==> config.mk <==
export PLATFORM = sky130hd
export DESIGN_NAME = xmem_loader_flat
export DESIGN_NICKNAME = d
export VERILOG_FILES = /design/src/rtl/xmem_loader_if.sv /design/src/rtl/xmem_loader.sv /design/src/flat_wrapper.sv
export SDC_FILE = /design/constraint.sdc
export NUM_CORES = 1
export LEC_CHECK = 0
export BUFFER_PORTS_ARGS = -buffer_cell sky130_fd_sc_hd__buf_2
export CORE_AREA = 5 5 91 93
export CTS_CLUSTER_DIAMETER = 30
export CTS_CLUSTER_SIZE = 24
export DETAILED_ROUTE_END_ITERATION = 12
export DIE_AREA = 0 0 96 98
export PLACE_DENSITY = 0.82
export SLEW_MARGIN = 20
export SYNTH_ARGS = -nofsm -noshare
export SYNTH_HDL_FRONTEND = slang
export SYNTH_SLANG_ARGS = --single-unit
==> constraint.sdc <==
create_clock -name clk -period 3.55 [get_ports clk]
set_input_delay 0.5325 -clock clk [delete_from_list [all_inputs] [get_ports clk]]
set_output_delay 0.5325 -clock clk [all_outputs]
set_load 0.005 [all_outputs]
==> src/rtl/xmem_loader_if.sv <==
`default_nettype none
// ============================================================================
// Module   : xmem_loader_if
// Brief    : Input stream and xmem write-bus signals of the xmem loader.
// Revision : 1.0
// ============================================================================
interface xmem_loader_if #(
  parameter int bw     = 4,
  parameter int row    = 8,
  parameter int addr_w = 11
) ();
  logic [row*bw-1:0] in_data;
  logic              in_valid;
  logic              in_ready;
  logic              grant;
  logic              CEN_xmem;
  logic              WEN_xmem;
  logic [addr_w-1:0] A_xmem;
  logic [row*bw-1:0] D_xmem;
  logic              xw_mode;

  // master: the loader itself; slave: the stream source and SRAM/bus side
  modport master (
    input  in_data, in_valid, grant,
    output in_ready, CEN_xmem, WEN_xmem, A_xmem, D_xmem, xw_mode
  );

  modport slave (
    output in_data, in_valid, grant,
    input  in_ready, CEN_xmem, WEN_xmem, A_xmem, D_xmem, xw_mode
  );
endinterface
`default_nettype wire

==> src/rtl/xmem_loader.sv <==
`default_nettype none
// ============================================================================
// Module   : xmem_loader
// Brief    : Turns a valid/ready word stream into a burst of xmem SRAM writes
//            at consecutive addresses from a programmed base.
// Revision : 1.0
// ============================================================================
module xmem_loader #(
  parameter int bw     = 4,
  parameter int row    = 8,
  parameter int addr_w = 11
) (
  input  logic              clk,
  input  logic              reset,
  input  logic              start,
  input  logic              xw_sel,
  input  logic [addr_w-1:0] base_addr,
  input  logic [addr_w:0]   len,
  xmem_loader_if.master     bus,
  output logic              busy,
  output logic              done
);

  typedef enum logic [1:0] {
    S_IDLE = 2'd0,
    S_LOAD = 2'd1,
    S_FIN  = 2'd2
  } state_t;

  state_t            state_q, state_d;
  logic [addr_w:0]   remaining_q, remaining_d;
  logic [addr_w-1:0] addr_q, addr_d;
  logic [addr_w-1:0] a_q, a_d;
  logic [row*bw-1:0] data_q, data_d;
  logic              strobe_q, strobe_d;
  logic              xw_mode_q, xw_mode_d;
  logic              in_ready;
  logic              accept;

  assign in_ready = (state_q == S_LOAD) & bus.grant & (remaining_q != '0);
  assign accept   = bus.in_valid & in_ready;

  always_comb begin
    state_d     = state_q;
    remaining_d = remaining_q;
    addr_d      = addr_q;
    a_d         = a_q;
    data_d      = data_q;
    strobe_d    = 1'b0;
    xw_mode_d   = xw_mode_q;
    done        = 1'b0;
    case (state_q)
      S_IDLE: begin
        if (start) begin
          xw_mode_d   = xw_sel;
          addr_d      = base_addr;
          remaining_d = len;
          state_d     = (len == '0) ? S_FIN : S_LOAD;
        end
      end
      S_LOAD: begin
        if (accept) begin
          strobe_d    = 1'b1;
          a_d         = addr_q;
          data_d      = bus.in_data;
          addr_d      = addr_q + 1'b1;
          remaining_d = remaining_q - 1'b1;
          if (remaining_q == {{addr_w{1'b0}}, 1'b1}) begin
            state_d = S_FIN;
          end
        end
      end
      S_FIN: begin
        // Hold off done until the final write strobe has left the bus.
        if (!strobe_q) begin
          done    = 1'b1;
          state_d = S_IDLE;
        end
      end
      default: state_d = S_IDLE;
    endcase
  end

  always_ff @(posedge clk or posedge reset) begin
    if (reset) begin
      state_q     <= S_IDLE;
      remaining_q <= '0;
      addr_q      <= '0;
      a_q         <= '0;
      data_q      <= '0;
      strobe_q    <= 1'b0;
      xw_mode_q   <= 1'b0;
    end else begin
      state_q     <= state_d;
      remaining_q <= remaining_d;
      addr_q      <= addr_d;
      a_q         <= a_d;
      data_q      <= data_d;
      strobe_q    <= strobe_d;
      xw_mode_q   <= xw_mode_d;
    end
  end

  assign bus.in_ready = in_ready;
  assign bus.CEN_xmem = ~strobe_q;
  assign bus.WEN_xmem = ~strobe_q;
  assign bus.A_xmem   = a_q;
  assign bus.D_xmem   = data_q;
  assign bus.xw_mode  = xw_mode_q;
  assign busy         = (state_q != S_IDLE);

endmodule
`default_nettype wire
==> src/flat_wrapper.sv <==
// flat-port wrapper written by rule: the top's interface ports become plain ports
module xmem_loader_flat 
#(
  parameter int bw     = 4,
  parameter int row    = 8,
  parameter int addr_w = 11
)
  (clk, reset, start, xw_sel, base_addr, len, busy, done, bus_in_data, bus_in_valid, bus_grant, bus_in_ready, bus_CEN_xmem, bus_WEN_xmem, bus_A_xmem, bus_D_xmem, bus_xw_mode);
  xmem_loader_if #(.bw(bw), .row(row), .addr_w(addr_w)) bus_i ();
  input  logic clk;
  input  logic reset;
  input  logic start;
  input  logic xw_sel;
  input  logic [addr_w-1:0] base_addr;
  input  logic [addr_w:0] len;
  output logic busy;
  output logic done;
  input wire logic [$bits(bus_i.in_data)-1:0] bus_in_data;
  input wire logic [$bits(bus_i.in_valid)-1:0] bus_in_valid;
  input wire logic [$bits(bus_i.grant)-1:0] bus_grant;
  output wire logic [$bits(bus_i.in_ready)-1:0] bus_in_ready;
  output wire logic [$bits(bus_i.CEN_xmem)-1:0] bus_CEN_xmem;
  output wire logic [$bits(bus_i.WEN_xmem)-1:0] bus_WEN_xmem;
  output wire logic [$bits(bus_i.A_xmem)-1:0] bus_A_xmem;
  output wire logic [$bits(bus_i.D_xmem)-1:0] bus_D_xmem;
  output wire logic [$bits(bus_i.xw_mode)-1:0] bus_xw_mode;
  assign bus_i.in_data = bus_in_data;
  assign bus_i.in_valid = bus_in_valid;
  assign bus_i.grant = bus_grant;
  assign bus_in_ready = bus_i.in_ready;
  assign bus_CEN_xmem = bus_i.CEN_xmem;
  assign bus_WEN_xmem = bus_i.WEN_xmem;
  assign bus_A_xmem = bus_i.A_xmem;
  assign bus_D_xmem = bus_i.D_xmem;
  assign bus_xw_mode = bus_i.xw_mode;
  xmem_loader #(.bw(bw), .row(row), .addr_w(addr_w)) u_core (.clk(clk), .reset(reset), .start(start), .xw_sel(xw_sel), .base_addr(base_addr), .len(len), .bus(bus_i), .busy(busy), .done(done));
endmodule
# ---- Yosys cells after proc, flatten, opt, wreduce, memory -nomap -nowiden
# Index checks and enable logic that the tools add are counted.
dict set report op_classes {
  n_bitwise 4
  n_eq_ne 7
  muxes 16
  n_addsub 2
  reduce_logical 9
}
# operator n
set op_table {}
lappend op_table {{$mux W12} 2}
lappend op_table {{$pmux W12 S2} 1}
lappend op_table {{$mux W11} 2}
lappend op_table {{$pmux W11 S2} 1}
lappend op_table {{$eq A12 B1 Y1 const B} 1}
lappend op_table {{$logic_not A12 Y1} 1}
lappend op_table {{$reduce_bool A12 Y1} 1}
lappend op_table {{$sub A12 B1 Y12 const B} 1}
lappend op_table {{$add A11 B1 Y11 const B} 1}
lappend op_table {{$mux W2} 5}
lappend op_table {{$ne A2 B2 Y1 const B} 3}
lappend op_table {{$pmux W2 S3} 1}
lappend op_table {{$mux W1} 4}
lappend op_table {{$reduce_and A2 Y1} 2}
lappend op_table {{$reduce_and A4 Y1} 1}
lappend op_table {{$reduce_bool A2 Y1} 2}
lappend op_table {{$and A1 B1 Y1} 3}
lappend op_table {{$reduce_and A3 Y1} 1}
lappend op_table {{$eq A2 B1 Y1 const B} 1}
lappend op_table {{$eq A2 B2 Y1 const B} 1}
lappend op_table {{$logic_not A2 Y1} 1}
lappend op_table {{$ne A2 B1 Y1 const B} 1}
lappend op_table {{$not A1 Y1} 1}
dict set report word_totals {
  out_inout_bits 49
  in_bits 61
  elab_cells 45
  regBits 70
}

# ---- Depth between registers and ports, before layout
dict set report depth {
  depth_word 6
  ltp_mapped 9
  mapped_depth_nobuf 7
}

# ---- Worst setup path after synthesis
# OpenSTA, ideal clock, no wires.
dict set report synth_path {
  path_type {register to register}
  start {register u_core.remaining_q[4]}
  end {register u_core.data_q[10], in the netlist u_core.bus.D_xmem[10]}
  stages_incl_launch_ff 10
  path_slack_ns 1.400
  setup_ns 0.125
  required_ns 3.425
  n_path_buf 4
  t_arrival_ns 2.025
  cell_sequence {dfrtp_1 -> buf_6 -> or4_4 -> buf_6 -> nor3_4 -> or2_1 -> buf_6 -> inv_8 -> buf_12 -> mux2_4}
}
dict set report synth_via {
  elab_chain_len 4
}
# element line
set synth_rtl {}
lappend synth_rtl {{from (decl)} xmem_loader.sv:31} ;# logic [addr_w:0] remaining_q, remaining_d;
lappend synth_rtl {{from (signal assigned)} xmem_loader.sv:95} ;# remaining_q <= remaining_d;
lappend synth_rtl {{$reduce_bool A12 Y1} xmem_loader.sv:40} ;# assign in_ready = (state_q == S_LOAD) & bus.grant & (remaining_q != '0);
lappend synth_rtl {{$and A1 B1 Y1} xmem_loader.sv:40}
lappend synth_rtl {{$and A1 B1 Y1} xmem_loader.sv:41} ;# assign accept = bus.in_valid & in_ready;
lappend synth_rtl {{$reduce_and A2 Y1 (no source line)} --}
lappend synth_rtl {{to (signal assigned)} xmem_loader.sv:98} ;# data_q <= data_d;
lappend synth_rtl {{to (decl)} xmem_loader.sv:34} ;# logic [row*bw-1:0] data_q, data_d;
# Every way passes these cells.
# A chain may end at the register's enable or synchronous reset.

# ---- Final worst setup path
dict set report layout_path {
  start {register u_core.remaining_q[0]}
  end {register u_core.a_q[9], in the netlist u_core.bus.A_xmem[9]}
}
dict set report layout_via {
  elab_chain_len 4
}
# element line
set layout_rtl {}
lappend layout_rtl {{$reduce_bool A12 Y1} xmem_loader.sv:40}
lappend layout_rtl {{$and A1 B1 Y1} xmem_loader.sv:40}
lappend layout_rtl {{$and A1 B1 Y1} xmem_loader.sv:41}
lappend layout_rtl {{$reduce_and A2 Y1 (no source line)} --}
lappend layout_rtl {{to (signal assigned)} xmem_loader.sv:89} ;# a_q <= '0;
lappend layout_rtl {{to (signal assigned)} xmem_loader.sv:97} ;# a_q <= a_d;
lappend layout_rtl {{to (decl)} xmem_loader.sv:33} ;# logic [addr_w-1:0] a_q, a_d;
# Every way passes these cells.

==> flow_summary.yaml <==
drt:
  routed_wl_microns: 8990
  wl_per_cell_microns: 17.5
  vias_per_cell: 5.65
  vias: 2910
  antenna_left: 0
  firstDrtPassIters: 4
  drt-initial-drc-count: 152
  post-route-drc-count: 0
cts:
  cts_tree: "yes"
  post_cts_buffers: 0
  post_cts_resize_count: 0
  cts_inserted_buffers: 9
  clock_path_buffers: 2
  cts_max_level: 3
  cts.sinks: 70
  clkSlewWorstSetupHoldPaths_ns: 0.08
  cts_root_buffer: "clkbuf_8"
  clk_latency_ns: 0.34
  cts_hold_buf: 0
worst_setup_path:
  cpPeakStageDelay_ns: 0.56
  cp_cell_sequence: "inv_1 -> ha_1 -> or3b_2 -> nor3_4 -> or2_1 -> inv_8 -> mux2_4"
  required_ns: 3.78
  cp_max_fo: 37
  path_class: "flop to flop"
  cp_slowest_cell: "or2_1"
  worstSetupStartpointType: "flop"
  worst_setup_path_end_kind: "flop"
  arrival_ns: 2.93
power:
  cellPowerDensity_nw_per_um2: 677
  ir_drop_mv: 0.265
  comb_power_share_pct: 30.9
  p_leak_nw: 2.02
  p_switching_mw: 1.01
  sequentialPowerShare_pct: 44.8
  clkPwrFrac_pct: 24.3
  p_int_mw: 1.92
  switching_share_pct: 34.6
sta:
  fin_crit_ns: 2.71
  clock_skew_ns: 0.00495
  setup_violations: 0
  fin_tns_setup_ns: 0
  hold_viol_final: 0
  whs_ns: 0.178
  fin_crit_sh_pct: 76.3
  max_slew_margin_pct: 42.1
  max_freq_mhz: 369
  grt_setup_unrepaired: "false"
  drv_slew: 0
  worst_pin_slew_ns: 0.868
layout:
  drive_gt1_share_pct: 44.6
  design_area_sq_um: 4340
  insertedDiodeCount: 0
  syn_to_final_growth_pct: 21.4
  nFillCells: 612
  post-route-util_pct: 58.2
  fin_cells: 515
  fin_nets: 473
yosys:
  ys_seq_elements: 70
  synthArstFlopShare_pct: 100
  synth_cell_types: 50
  yosys-top-cells-area: "dfrtp_1, mux2_4, mux2_2"
  synth_top_area_share_pct: 49.0
  synth_edf_count: 0
  synth_nets: 372
  ys.flop_type: "dfrtp_1"
  post-synth-top-area-cell: "dfrtp_1"
  ys_warn_count: 0
  synth.cell_area_sq_um: 3570
  ys_seq_area_share_pct: 49.0
  synth_cells: 307
  avgSynthCellArea_sq_um: 11.6
global_routing:
  globalRoute.busiestLayer: "met2"
  grt_pass1_vias: 2884
  use_met1_pct: 23.8
  antenna_found_initial: 0
  use_met3_pct: 4.39
  use_met2_pct: 31.1
  overflow: 0
  grt_pass1_wl_microns: 14000
  grt_use_total_pct: 18.7
  grt_max_degree: 50
worst_hold_path:
  min_path_type: "primary input to async pin"
place:
  portBuffers: 109
  hpwlAfterDp_microns: 6490
  placedCellCount: 499
  place_congestion: 0.960
  postPlaceCellArea_sq_um: 4120
die:
  die-width_microns: 96
  core-area_sq_um: 7450
  start_util_pct: 48.0
  die-area_sq_um: 9410
  rows: 32
  die_h_microns: 98
  ios: 110
job:
  max_cap_violations: 0
run_status:
  status: "complete, no violations"
[critical path, delay by kind of cell, from the launching register on]
family	cells	cell delay, ns
flops	1	0.42
mux	1	0.37
simple gates	3	1.23
buf+inv	2	0.39
fa+ha+maj	1	0.14
[power groups by stage]
stage / clock [mW] / combinational, mW / sequential, mW
global placement: 0 / 0.882 / 1.30
finish: 0.715 / 0.907 / 1.32
floorplan: 0 / 0.625 / 1.27
global route: 0.761 / 1.01 / 1.35
detailed placement: 0 / 0.904 / 1.32
CTS: 0.728 / 0.913 / 1.31
[state kept, by name, summed over array words and instances, names as in the netlist]
signal and count:
u_core.bus.D_xmem 32, u_core.remaining_q 12, u_core.addr_q 11, u_core.bus.A_xmem 11, u_core.state_q 2, u_core.bus.xw_mode 1, u_core.strobe_q 1
[metal layers]
metal / vias up / routed length [microns]
met5: - / 0
met4: 0 / 118
met3: 12 / 817
met2: 145 / 4310
met1: 1396 / 3740
li1: 1357 / -
[cells in the mapped netlist (2+ instances only)]
master	n
nor3b_1	4
mux2_2	17
nand2_1	21
o211ai_1	2
a21oi_1	18
o41ai_1	2
ha_1	4
nand3_1	7
nand4_1	5
dfrtp_1	70
o31ai_1	8
o2bb2ai_1	6
nor4_1	8
nor2_1	11
and2_1	2
o32ai_1	3
a31oi_1	16
clkbuf_1	13
or3b_2	2
or2_2	2
buf_2	2
or3_1	2
inv_1	6
or4_1	6
buf_6	3
o21ai_0	14
buf_12	2
mux2_4	27
o22ai_1	3
[layout by cell type, fill, tap and decap left out, types with 7 or more instances in the layout]
cell type	instances
nand3_1	7
nand2_1	21
clkbuf_8	9
mux2_4	27
a21oi_1	18
o21ai_0	14
nor2_1	11
o31ai_1	8
buf_2	109
nor4_1	8
a31oi_1	16
dfrtp_1	70
mux2_2	17
[final cells by class]
type | count | area (sq um) | share of cell area, %
clock buffer | 9 | 124 | 2.86
clock inverter | 7 | 97.6 | 2.25
inverter | 7 | 33.8 | 0.779
multi-input combinational | 208 | 1630 | 37.7
sequential | 70 | 1750 | 40.4
tap | 102 | 128 | 2.94
timing repair buffer | 112 | 568 | 13.1
[final timing paths]
| path | startpoint | end | slack [ns] | depth (start not counted) |
|---|---|---|---|---|
| worst max-delay path | u_core.remaining_q[0] | u_core.bus.A_xmem[9] | 0.84 | 7 |
| worst min register to register | u_core.bus.xw_mode | u_core.bus.xw_mode | 0.48 | 2 |
| worst max register to register | u_core.remaining_q[0] | u_core.bus.A_xmem[9] | 0.84 | 7 |
| max in group asynchronous | reset | u_core.bus.xw_mode | 2.38 | 3 |
| worst min-delay path | reset | u_core.bus.D_xmem[19] | 0.18 | 2 |
| min in group clk | xw_sel | u_core.bus.xw_mode | 0.39 | 3 |
[through the flow]
step | power (mW) | setup slack [ns]
after CTS | 2.95 | 0.830
after global placement | 2.18 | 0.957
after floorplan | 1.90 | 1.25
final | 2.94 | 0.842
after global routing | 3.12 | 0.703
after detailed placement | 2.23 | 0.856
[logic make-up after synthesis]
| family | after synthesis | synth area share, % |
|---|---|---|
| buffers and inverters | 29 | 5.29 |
| AND/OR/NAND/NOR | 81 | 13.1 |
| AO/OA/AOI/OAI | 78 | 14.2 |
| flip-flops | 70 | 49.0 |
| adder cells (fa/ha/maj) | 4 | 1.40 |
| multiplexers | 45 | 17.0 |
No activity file was read; power rests on OpenSTA's default activity.
